File: src/rtl/ahb_mgr_if.sv
// AHB-Lite manager bridge: turns single-word client requests into one SINGLE/NONSEQ
// word transfer at a time, with registered bus outputs and a one-cycle completion pulse.
module ahb_mgr_if #(
  parameter int AHB_ADDR_WIDTH    = 32,
  parameter int AHB_DATA_WIDTH    = 64,
  parameter int CLIENT_DATA_WIDTH = 32
) (
  input  logic                          hclk_i,
  input  logic                          hreset_i,
  input  logic                          m_req_i,
  input  logic                          m_req_is_wr_i,
  input  logic [AHB_ADDR_WIDTH-1:0]     m_addr_i,
  input  logic [CLIENT_DATA_WIDTH-1:0]  m_wr_data_i,
  output logic                          m_req_stall_o,
  output logic                          m_rd_ack_o,
  output logic [CLIENT_DATA_WIDTH-1:0]  m_rd_data_o,
  output logic                          m_wr_ack_o,
  output logic                          m_err_o,
  output logic [AHB_ADDR_WIDTH-1:0]     haddr_o,
  output logic [2:0]                    hburst_o,
  output logic [3:0]                    hprot_o,
  output logic [2:0]                    hsize_o,
  output logic [1:0]                    htrans_o,
  output logic                          hwrite_o,
  output logic [AHB_DATA_WIDTH-1:0]     hwdata_o,
  output logic [AHB_DATA_WIDTH/8-1:0]   hwstrb_o,
  input  logic [AHB_DATA_WIDTH-1:0]     hrdata_i,
  input  logic                          hready_i,
  input  logic                          hresp_i
);

  localparam int NLANES = AHB_DATA_WIDTH / CLIENT_DATA_WIDTH;
  localparam int LANE_W = (NLANES > 1) ? $clog2(NLANES) : 1;
  localparam logic [1:0] HTRANS_IDLE   = 2'b00;
  localparam logic [1:0] HTRANS_NONSEQ = 2'b10;

  typedef enum logic [2:0] {S_IDLE, S_ADDR, S_DATA, S_RESP, S_MERR} state_t;

  state_t                          r_state, w_next;
  logic [AHB_ADDR_WIDTH-1:0]       r_haddr;
  logic [1:0]                      r_htrans;
  logic                            r_hwrite;
  logic [AHB_DATA_WIDTH-1:0]       r_hwdata;
  logic [AHB_DATA_WIDTH/8-1:0]     r_hwstrb;
  logic [CLIENT_DATA_WIDTH-1:0]    r_wdata;
  logic [CLIENT_DATA_WIDTH-1:0]    r_rd_data;
  logic [LANE_W-1:0]               r_lane;
  logic                            r_is_wr;
  logic                            r_err;
  logic [LANE_W-1:0]               w_lane;
  logic [AHB_DATA_WIDTH/8-1:0]     w_strb;
  logic [CLIENT_DATA_WIDTH-1:0]    w_rd_lane;
  logic                            w_misaligned;
  logic                            w_ack;

  generate
    if (NLANES > 1) begin : g_lane
      assign w_lane = m_addr_i[LANE_W+1:2];
    end else begin : g_nolane
      assign w_lane = '0;
    end
  endgenerate

  assign w_misaligned = (m_addr_i[1:0] != 2'b00);

  always_comb begin
    w_strb    = '0;
    w_rd_lane = '0;
    for (int i = 0; i < NLANES; i++) begin
      if (r_lane == LANE_W'(i)) begin
        w_strb[4*i +: 4] = 4'hF;
        w_rd_lane        = hrdata_i[CLIENT_DATA_WIDTH*i +: CLIENT_DATA_WIDTH];
      end
    end
  end

  always_ff @(posedge hclk_i or posedge hreset_i) begin
    if (hreset_i) r_state <= S_IDLE;
    else          r_state <= w_next;
  end

  always_comb begin
    w_next = r_state;
    case (r_state)
      S_IDLE:  if (m_req_i) w_next = w_misaligned ? S_MERR : S_ADDR;
      S_ADDR:  if (hready_i) w_next = S_DATA;
      S_DATA:  if (hready_i) w_next = S_RESP;
      S_RESP:  w_next = S_IDLE;
      S_MERR:  w_next = S_IDLE;
      default: w_next = S_IDLE;
    endcase
  end

  always_ff @(posedge hclk_i or posedge hreset_i) begin
    if (hreset_i) begin
      r_haddr   <= '0;
      r_htrans  <= HTRANS_IDLE;
      r_hwrite  <= 1'b0;
      r_hwdata  <= '0;
      r_hwstrb  <= '0;
      r_wdata   <= '0;
      r_rd_data <= '0;
      r_lane    <= '0;
      r_is_wr   <= 1'b0;
      r_err     <= 1'b0;
    end else begin
      case (r_state)
        S_IDLE: if (m_req_i) begin
          r_is_wr <= m_req_is_wr_i;
          if (w_misaligned) begin
            r_err <= 1'b1;
            if (!m_req_is_wr_i) r_rd_data <= '0;
          end else begin
            r_err    <= 1'b0;
            r_haddr  <= m_addr_i;
            r_htrans <= HTRANS_NONSEQ;
            r_hwrite <= m_req_is_wr_i;
            r_wdata  <= m_wr_data_i;
            r_lane   <= w_lane;
          end
        end
        S_ADDR: if (hready_i) begin
          r_htrans <= HTRANS_IDLE;
          r_hwdata <= {NLANES{r_wdata}};
          r_hwstrb <= w_strb;
        end
        // hresp_i is only meaningful together with hready_i, which also skips the
        // first cycle of a two-cycle ERROR response.
        S_DATA: if (hready_i) begin
          r_hwstrb <= '0;
          r_err    <= hresp_i;
          if (!r_is_wr) r_rd_data <= hresp_i ? '0 : w_rd_lane;
        end
        default: ;
      endcase
    end
  end

  assign w_ack         = (r_state == S_RESP) || (r_state == S_MERR);
  assign m_req_stall_o = (r_state != S_IDLE);
  assign m_rd_ack_o    = w_ack && !r_is_wr;
  assign m_wr_ack_o    = w_ack && r_is_wr;
  assign m_err_o       = w_ack && r_err;
  assign m_rd_data_o   = r_rd_data;

  assign haddr_o  = r_haddr;
  assign htrans_o = r_htrans;
  assign hwrite_o = r_hwrite;
  assign hwdata_o = r_hwdata;
  assign hwstrb_o = r_hwstrb;
  assign hburst_o = 3'b000;
  assign hprot_o  = 4'b0011;
  assign hsize_o  = 3'b010;

endmodule
File: config.mk
export PLATFORM = sky130hd
export DESIGN_NAME = ahb_mgr_if
export DESIGN_NICKNAME = d
export VERILOG_FILES = /design/src/rtl/ahb_mgr_if.sv
export SDC_FILE = /design/constraint.sdc
export NUM_CORES = 1
export LEC_CHECK = 0
export BUFFER_PORTS_ARGS = -buffer_cell sky130_fd_sc_hd__buf_4
export CAP_MARGIN = 25
export CELL_PAD_IN_SITES_DETAIL_PLACEMENT = 1
export CELL_PAD_IN_SITES_GLOBAL_PLACEMENT = 2
export CORE_ASPECT_RATIO = 1.5
export CORE_UTILIZATION = 27
export CTS_CLUSTER_SIZE = 8
export DETAILED_ROUTE_END_ITERATION = 10
export GPL_ROUTABILITY_DRIVEN = 0
export PLACE_DENSITY_LB_ADDON = 0.1
export SLEW_MARGIN = 20
export SYNTH_ARGS = -nofsm -noshare
export SYNTH_HDL_FRONTEND = slang
export SYNTH_SLANG_ARGS = --single-unit
File: constraint.sdc
create_clock -name hclk_i -period 3.4 [get_ports hclk_i]
set_input_delay 0 -clock hclk_i [delete_from_list [all_inputs] [get_ports hclk_i]]
set_output_delay 0 -clock hclk_i [all_outputs]
set_load 0.1 [all_outputs]
## After elaboration in Yosys (flattened, before gate mapping)

Index checks and enable logic that the tools add are counted.
Widths: inputs -> output; s select.

- Register bits: 177
- Input port bits: 134
- Output and inout port bits: 153

- Equality and inequality tests: 11
- Mux-type cells: 26
- Bitwise gates (word level): 1
- Reductions and logical operators: 19

Operator list:

| kind | count |
|---|---|
| $mux 32 | 7 |
| $pmux 32 s2 | 1 |
| $mux 8 | 2 |
| $pmux 8 s2 | 1 |
| $ne 2x2->1 const B | 7 |
| $mux 3 | 4 |
| $reduce_and 3->1 | 4 |
| $pmux 3 s3 | 1 |
| $mux 4 | 2 |
| $reduce_bool 2->1 | 4 |
| $eq 3x2->1 const B | 2 |
| $mux 2 | 3 |
| $reduce_and 6->1 | 1 |
| $pmux 2 s2 | 1 |
| $reduce_and 2->1 | 2 |
| $reduce_and 4->1 | 1 |
| $eq 3x1->1 const B | 1 |
| $eq 3x3->1 const B | 1 |
| $logic_and 1x1->1 | 3 |
| $logic_not 3->1 | 1 |
| $mux 1 | 3 |
| $reduce_bool 3->1 | 1 |
| $pmux 1 s2 | 1 |
| $logic_not 1->1 | 1 |
| other kinds (2) | 2 |

## Logic depth before layout (Yosys ltp)

Gate-level depths: netlist of the first run.

- Depth in word-level cells: 5
- Mapped depth: 6
- Gate-level depth less buffers: 4

## Worst setup path before layout of the first run

Ideal clock, no wire load.

- Path type: register -> output
- Start: reg r_state[1]
- End: out m_rd_ack_o
- Data arrival time: 2.255 ns
- Slack: 1.145 ns
- Stages on the path, launching flop included: 6
- Cells stage by stage: dfrtp_1 > buf_4 > nor2_1 > nand2_1 > o21ai_0 > nor2b_1

- Word-level cells in the longest chain between the ends: 3
- Elaborated cells on any way between the ends: 4
- Classes of those cells: 2 x eq/ne; 2 x reduce/logical

RTL lines:

| item | RTL line | RTL |
|---|---|---|
| from (decl) | 39 | `state_t r_state, w_next;` |
| from (signal assigned) | 79 | `else r_state <= w_next;` |
| $eq 3x2->1 / $eq 3x3->1 (equally long branches) | 139 | `assign w_ack = (r_state == S_RESP) \|\| (r_state == S_MERR);` |
| $logic_or 1x1->1 * | 139 |  |
| $logic_and 1x1->1 * | 141 | `assign m_rd_ack_o = w_ack && !r_is_wr;` |
| to (decl) | 15 | `output logic m_rd_ack_o,` |

Every way passes the cells marked *; elsewhere a longest branch is shown, timed or not.

==> out/summary.md, run 1 <==
The run finished with clean final reports. The sequential cells in the finished layout cover a total of 0.00343 sq mm. The logs give 0 for the number of failing hold endpoints at the final stage and 0 for the count of synthesis-stage warnings from yosys.

The number of setup buffers added after CTS is 0. The register bit total from synthesis came out at 137. The portion of synthesized cell area occupied by the leading cell type came out at 0.536. For the final database, setup skew stands at 8.24 ps. The number of antenna violations at the first check in global routing is 0, and the critical path depth in cells is 4.

Wires add up to 17700 um. The logs give 0 for the final count of pins violating max slew and 0 ps for the final setup TNS. The tools report the worst hold slack across all endpoints as 11.3 ps. Setup repair after global routing left no endpoint under its margin.

The fill cell total of the finished layout is 2449. The area of the core is 0.0231 sq mm, and the via count is 4787. The tools report the number of antenna diodes as 0. Dividing the detail-routed via count by the number of cells gives 4.18.

For this design, the sink count on the clock tree is 137. The tools report the area occupied by multi-input gates as 0.00243 sq mm. Root buffer selected by CTS: sky130_fd_sc_hd__clkbuf_16. Setup violations remaining at the end of the flow were counted as 0.

Averaged over all synthesized cells, the footprint is 14.2 sq um. CTS H-tree depth: 4. The fraction of the core area covered by cells at the end of the flow was 0.447; the maximum fanout along the worst path was 36.

The async set or reset register ratio after synthesis was 1.00. Worst hold path depth: 4. For this block, the initial DRC count from the detailed router was 106. The largest individual stage delay along the critical path comes from the cell sky130_fd_sc_hd__dfrtp_2. Across the run, the number of max-cap violations was 0. Gates resized during post-CTS repair numbered 0. Traced cell by cell, the critical path runs through mux2i_1, dlygate4sd3_1, nor2_1, mux2_4. The sort of element at the start of the critical path is a flop.

The remaining antenna violation count after routing is 0, and the post-detailed-route DRC marker count is 0. The worst max-slew margin expressed relative to the limit is 0.335, and the number of I/O pins is 287. Timing would allow up to 430 MHz. The tools report the data required time at the worst endpoint as 3700 ps. The final worst-path cycle share is 0.685, and the post-DP HPWL is 12200 um. Counting cells, the worst reg-to-reg path comes to 4. The starting density of the core was 0.276; the total global routing overflow was 0.

The horizontal die dimension is 128 um. The number of enable-type register cells in the synthesized netlist was 0; the area enclosed by the die boundary was 0.0243 sq mm. Among all cell types in the netlist, the one instantiated most often is sky130_fd_sc_hd__dfrtp_1. No sink is reached through more buffers than the 2 on the longest clock path.

Number of buffers and inverters on the critical path: 1. The share of synthesized area occupied by flip-flops and latches was 0.536; the count of unique library cells instantiated by Yosys was 24. The summed instance area of the synthesized netlist came out at 0.00639 sq mm.

The first-pass GRT wire length came out at 27900 um. The share of post-route cells with drive strength above 1 was 0.529. Insertion delay to the later sink of the worst-skew pair: 420 ps. The tools report the critical path capture point type as a flop.

For the finished layout, the period the worst path requires is 2330 ps. Compared with the post-synthesis result, the final layout area differs by 61.9%. The dominant register cell in the synthesized netlist was sky130_fd_sc_hd__dfrtp_1. Dividing the detail-routed wire length by the instance count gives 15.5 um. Grouping stages by cell kind, the critical path spends the most delay in flip-flops. The worst hold path belongs to the class primary input to flop.

The overall fraction of global-route tracks in use is 0.151. The transition time at the pin with the least slew margin works out to 997 ps. By startpoint and endpoint, the worst setup path is classified as flop to flop. From bottom edge to top edge, the die measures 190 um. For this run, the detailed router's first-pass iteration total came to 4.

The commonest cells after synthesis are sky130_fd_sc_hd__dfrtp_1, sky130_fd_sc_hd__mux2_2, sky130_fd_sc_hd__mux2_4. The largest single stage delay on the critical path is 1010 ps. Data arrives at the worst endpoint at 2630 ps. The number of instances in the synthesized netlist came out at 451.

The number of buffer cells added on primary ports is 275, and the number of buffers created by CTS is 17. The via count of the first global-routing pass is 5271, and the largest net degree at the start of global routing is 81. By area the synthesized netlist is led by sky130_fd_sc_hd__dfrtp_1, sky130_fd_sc_hd__mux2_4, sky130_fd_sc_hd__mux2_2.

Row generation in the floorplan step produced 68 rows. The biggest area contributor in the post-synthesis netlist is sky130_fd_sc_hd__dfrtp_1. The final net count is 952.

The CTS clock-pin slew for the worst setup and hold paths was 50 ps. TritonCTS built the clock tree.
-- final cells by class --
| type | instances | share of cell area |
|---|---|---|
| repair buffers | 413 | 0.334 |
| flip-flops and latches | 137 | 0.331 |
| multi-input cells | 243 | 0.234 |
| clock buffers | 24 | 0.0485 |
| well taps | 315 | 0.0381 |
| clock inverters | 7 | 0.0110 |
| inverters | 6 | 0.00254 |
-- logic make-up (layout without fill, tap and decap cells) --
logic type      count (synthesis)  in the layout  share of synthesized area
mux                           163            163                      0.316
simple gates                   58             58                     0.0431
compound gates                 11             11                     0.0110
flops                         137            137                      0.536
other cells                     2             11                    0.00117
buf+inv                        80            450                     0.0928
-- cell usage in the layout, fill, tap and decap left out --
cell,count
sky130_fd_sc_hd__a21oi_1,3
sky130_fd_sc_hd__a22o_1,3
sky130_fd_sc_hd__and2_1,4
sky130_fd_sc_hd__and2_2,1
sky130_fd_sc_hd__buf_12,2
sky130_fd_sc_hd__buf_4,278
sky130_fd_sc_hd__bufinv_16,3
sky130_fd_sc_hd__clkbuf_1,2
sky130_fd_sc_hd__clkbuf_16,17
sky130_fd_sc_hd__clkbuf_8,5
sky130_fd_sc_hd__clkinv_2,3
sky130_fd_sc_hd__clkinv_4,1
sky130_fd_sc_hd__clkinvlp_4,1
sky130_fd_sc_hd__conb_1,11
sky130_fd_sc_hd__dfrtp_1,136
sky130_fd_sc_hd__dfrtp_2,1
sky130_fd_sc_hd__dlygate4sd3_1,133
sky130_fd_sc_hd__inv_1,5
sky130_fd_sc_hd__mux2_1,7
sky130_fd_sc_hd__mux2_2,63
sky130_fd_sc_hd__mux2_4,60
sky130_fd_sc_hd__mux2i_1,33
sky130_fd_sc_hd__nand2_1,6
sky130_fd_sc_hd__nand3_1,1
sky130_fd_sc_hd__nand3_4,1
sky130_fd_sc_hd__nor2_1,37
sky130_fd_sc_hd__nor2b_1,1
sky130_fd_sc_hd__nor3_1,2
sky130_fd_sc_hd__nor3_4,2
sky130_fd_sc_hd__nor3b_1,2
sky130_fd_sc_hd__o21ai_0,4
sky130_fd_sc_hd__o21ai_4,1
sky130_fd_sc_hd__or3b_1,1
-- path summary, 6_finish.rpt --
| path | startpoint | endpoint | slack (ps) |
|---|---|---|---|
| worst max-delay path | haddr_o[2]$_DFFE_PP0P_ | m_rd_data_o[22]$_DFFE_PP0P_ | 1070 |
| worst min-delay path | hrdata_i[63] | m_rd_data_o[31]$_DFFE_PP0P_ | 10 |
| worst max register to register | haddr_o[2]$_DFFE_PP0P_ | m_rd_data_o[22]$_DFFE_PP0P_ | 1070 |
| worst min register to register | haddr_o[1]$_DFFE_PP0P_ | haddr_o[1]$_DFFE_PP0P_ | 490 |
| max in group asynchronous | hreset_i | haddr_o[2]$_DFFE_PP0P_ | 2300 |
| min in group asynchronous | hreset_i | haddr_o[10]$_DFFE_PP0P_ | 230 |
-- registers in the layout (all words and copies together) (netlist names), 2 cells and up --
| register | count |
|---|---|
| haddr_o | 32 |
| hwdata_o | 32 |
| hwstrb_o | 2 |
| m_rd_data_o | 32 |
| r_state | 3 |
| r_wdata | 32 |
-- stage by stage --
step           instances  setup WS [ps]  area (sq um)
3_3_place_gp         981           1130          8400
3_5_place_dp         981           1040          8400
5_1_grt             1145            908         10400
4_1_cts             1145           1020         10400
2_1_floorplan        460           1140          6430
6_report            1145           1070         10400
-- per-layer routing --
layer,track usage,vias to the layer above,wire (um)
met5,0,-,0
met4,0.0529,0,262
met3,0.0485,19,1200
met2,0.271,189,9460
met1,0.164,2372,6820
li1,-,2207,-
-- repair_timing --
item | in CTS | in global routing
endpoints found under the setup margin | 0 | 0
hold buffers | 133 | 0
endpoints found under the hold margin | 124 | 0
-- worst reg2reg max path: cells and delay by family (launching register included) --
family / cells / cell delay, ps
mux: 2 / 580
flops: 1 / 1010
buf+inv: 1 / 580
simple gates: 1 / 40
Power of run 1 is left out: the tool's default activity adds up to more than one toggle a clock period on the data nets, which glitch-free logic cannot reach.
==> inputs of run 2 (changes only) <==
Settings changed: CORE_UTILIZATION 27 to 30.
Clock period 3.4 ns to 2.4 ns, I/O delays scaled along.
==> run 2 against run 1 <==
- the run now ends with hold timing left
- register-to-register slack worse by 900 ps
- utilization is 4.3 points higher
- design area down 0.57%
- critical path type unchanged
- highest routed layer unchanged
==> out/summary.md, run 2 (synthesized netlist as in run 1, its figures left out) <==
The logs give 941 (-4.1%) for the instance count after placement with tap cells included and 0 (unchanged) for the number of antenna diodes. The number of buffer cells added on primary ports was 275 (unchanged); the sum of routed wire length over all layers was 17200 um (-3.1%). The area enclosed by the die boundary was 0.0219 sq mm (-9.9%). The number of buffers on the longest clock path was 2 (unchanged). Worst setup slack after layout: 168 ps (-904 ps). Final-report setup violation count: 0 (unchanged). The via count is 4754 (-0.69%), and the routing usage on met1 is 0.178 (+0.0140). The largest net degree at the start of global routing is 138 (+70%).

The CTS H-tree depth came out at 4 (unchanged). The worst setup path is captured at a flop. The share of post-route cells with drive strength above 1 was 0.540 (+0.0109); the final count of pins violating max slew was 0 (unchanged).

Routing usage on met2: 0.294 (+0.0235). The highest achievable clock rate is 448 MHz (+4.3%), and the maximum fanout along the worst path is 19 (-47%). For the number of buffers created by CTS, the log shows 17 (unchanged). In this run the most used layer during global routing was met2. Walking the worst path, the cells encountered are buf_4, mux2i_1, dlygate4sd3_1, nor2_1, mux2_4.

The logs give 316 ps (-723 ps) for the worst setup slack before clock tree synthesis and 2700 ps (-1000 ps) for the data required time at the worst endpoint. The number of I/O pins is 287 (unchanged). TritonCTS built the clock tree. The final setup TNS was 0 ps (unchanged). Number of DRC violations after detailed-routing iteration 0: 146 (+38%).

The worst clock skew on the final layout is 15.1 ps (+6.85 ps), and the insertion delay to the later sink of the worst-skew pair is 420 ps (about the same). The transition time at the pin with the least slew margin was 784 ps (-213 ps). The max-cap check violation count is 0 (unchanged), and the biggest cell delay along the critical path is 700 ps (-310 ps). For this design, the slowest cell found on the critical path is sky130_fd_sc_hd__dfrtp_2. The area of the core is 0.0210 sq mm (-9.3%). The final worst-path cycle share was 0.930 (+0.245). The number of setup buffers added after CTS is 0 (unchanged). The library cell used most frequently in the layout, excluding fill and tap cells, is sky130_fd_sc_hd__buf_4. The area growth from synthesis to layout is 61.0%. The sort of element at the start of the critical path is a flop.

For the number of standard-cell rows in the floorplan, the log shows 65 (-4.4%). The flow ran to the end, but the final reports show violations. The die span in y is 181 um (-5.1%).

The post-DP HPWL was 11800 um (-3.6%). Setup repair after global routing left no endpoint under its margin. For the final instance area, the log shows 0.0103 sq mm (-0.57%). The run gives 4 (unchanged) as the first-pass detailed-route iteration total. The total global routing overflow came out at 0 (unchanged). Post-detailed-route DRC marker count: 0 (unchanged).

The worst setup path is of the flop to flop kind. The number of failing hold endpoints at the final stage is 1 (+1), and the final net count is 951 (-0.11%). The first-pass GRT wire length came out at 27700 um (-0.62%). Horizontal die dimension: 121 um (-5.1%). The CTS clock-pin slew for the worst setup and hold paths is 60 ps (about the same), and the routed length per instance is 15.7 um (+1.2%). Worst max-slew margin expressed relative to the limit: 0.477 (+0.142).

The run gives -1.31 ps (-12.6 ps) as the worst hold slack across all endpoints. The endpoint arrival time on the critical path was 2530 ps (-100 ps). The average via count per standard cell was 4.34 (+3.8%). The checks that failed: hold timing. The instance area at placement is 0.00842 sq mm (+0.22%). Leaving out fill and tap cells, the most frequent cells in the layout are sky130_fd_sc_hd__buf_4, sky130_fd_sc_hd__dfrtp_1, sky130_fd_sc_hd__dlygate4sd3_1. The number of antenna violations at the first check in global routing came out at 0 (unchanged). The remaining antenna violation count after routing was 0 (unchanged); the count of non-filler cells in the finished layout was 1096 (-4.3%).

The total number of clock tree sinks is 137 (unchanged). Type of the most critical hold path: primary input to flop. The run gives 0.0436 (-0.00498) as the routing usage on met3. The via count of the first global-routing pass is 5286 (+0.28%). The starting density of the core is 0.305 (+0.0284), and the minimum clock period after layout is 2230 ps (-95.6 ps). For the overall fraction of global-route tracks in use, the log shows 0.164 (+0.0137). Clock tree synthesis selected as its root buffer the cell sky130_fd_sc_hd__clkbuf_16.
run 2: changes by cell type in the layout (fill, tap and decap cells not counted), sizes merged:
cell and delta:
dlygate4sd3 -8, buf +7, clkbuf -7, inv +4, clkinvlp +2, bufinv +1, clkinv -1
run 2: timing repair:
item / CTS / global route
gates resized for setup: 0 / 0
setup endpoints to repair: 0 / 0
hold endpoints to repair: 233 / 0
hold buffers: 125 / 0
run 2: layout make-up:
class | instances | area [sq um]
clock buffer | 17 | 425
clock inverter | 13 | 193
fill | 2172 | 10700
inverter | 6 | 26.3
multi-input combinational | 243 | 2430
sequential | 137 | 3430
tap | 268 | 335
timing repair buffer | 412 | 3460
run 2: routing by layer:
layer	wire (um)	vias up
li1	-	2208
met1	6480	2327
met2	9130	190
met3	1170	29
met4	413	0
met5	0	-
run 2: path summary, 6_finish.rpt:
check | start | slack, ps | endpoint | cells after the start
setup / recovery | haddr_o[2]$_DFFE_PP0P_ | 170 | m_rd_data_o[12]$_DFFE_PP0P_ | 5
hold / removal | hrdata_i[26] | -1 | m_rd_data_o[26]$_DFFE_PP0P_ | 4
setup reg to reg | haddr_o[2]$_DFFE_PP0P_ | 170 | m_rd_data_o[12]$_DFFE_PP0P_ | 5
hold reg to reg | r_wdata[1]$_DFFE_PP0P_ | 490 | r_wdata[1]$_DFFE_PP0P_ | 1
max in group asynchronous | hreset_i | 1400 | haddr_o[2]$_DFFE_PP0P_ | 4
min in group asynchronous | hreset_i | 340 | haddr_o[7]$_DFFE_PP0P_ | 4
run 2: per-stage QoR:
step | util | hold slack, ps
after CTS | 0.491 | 4.37
after detailed placement | 0.401 | 221
after global routing | 0.491 | 8.65
after floorplan | - | 132
final | 0.491 | -1.31
after global placement | 0.401 | 217
run 2: critical path, delay by kind of cell, from the launching register on:
family / cells / cell delay, ps
multiplexers: 2 / 470
flip-flops: 1 / 700
buffers and inverters: 2 / 890
AND/OR/NAND/NOR: 1 / 50
Power of run 2 is left out for the same reason.
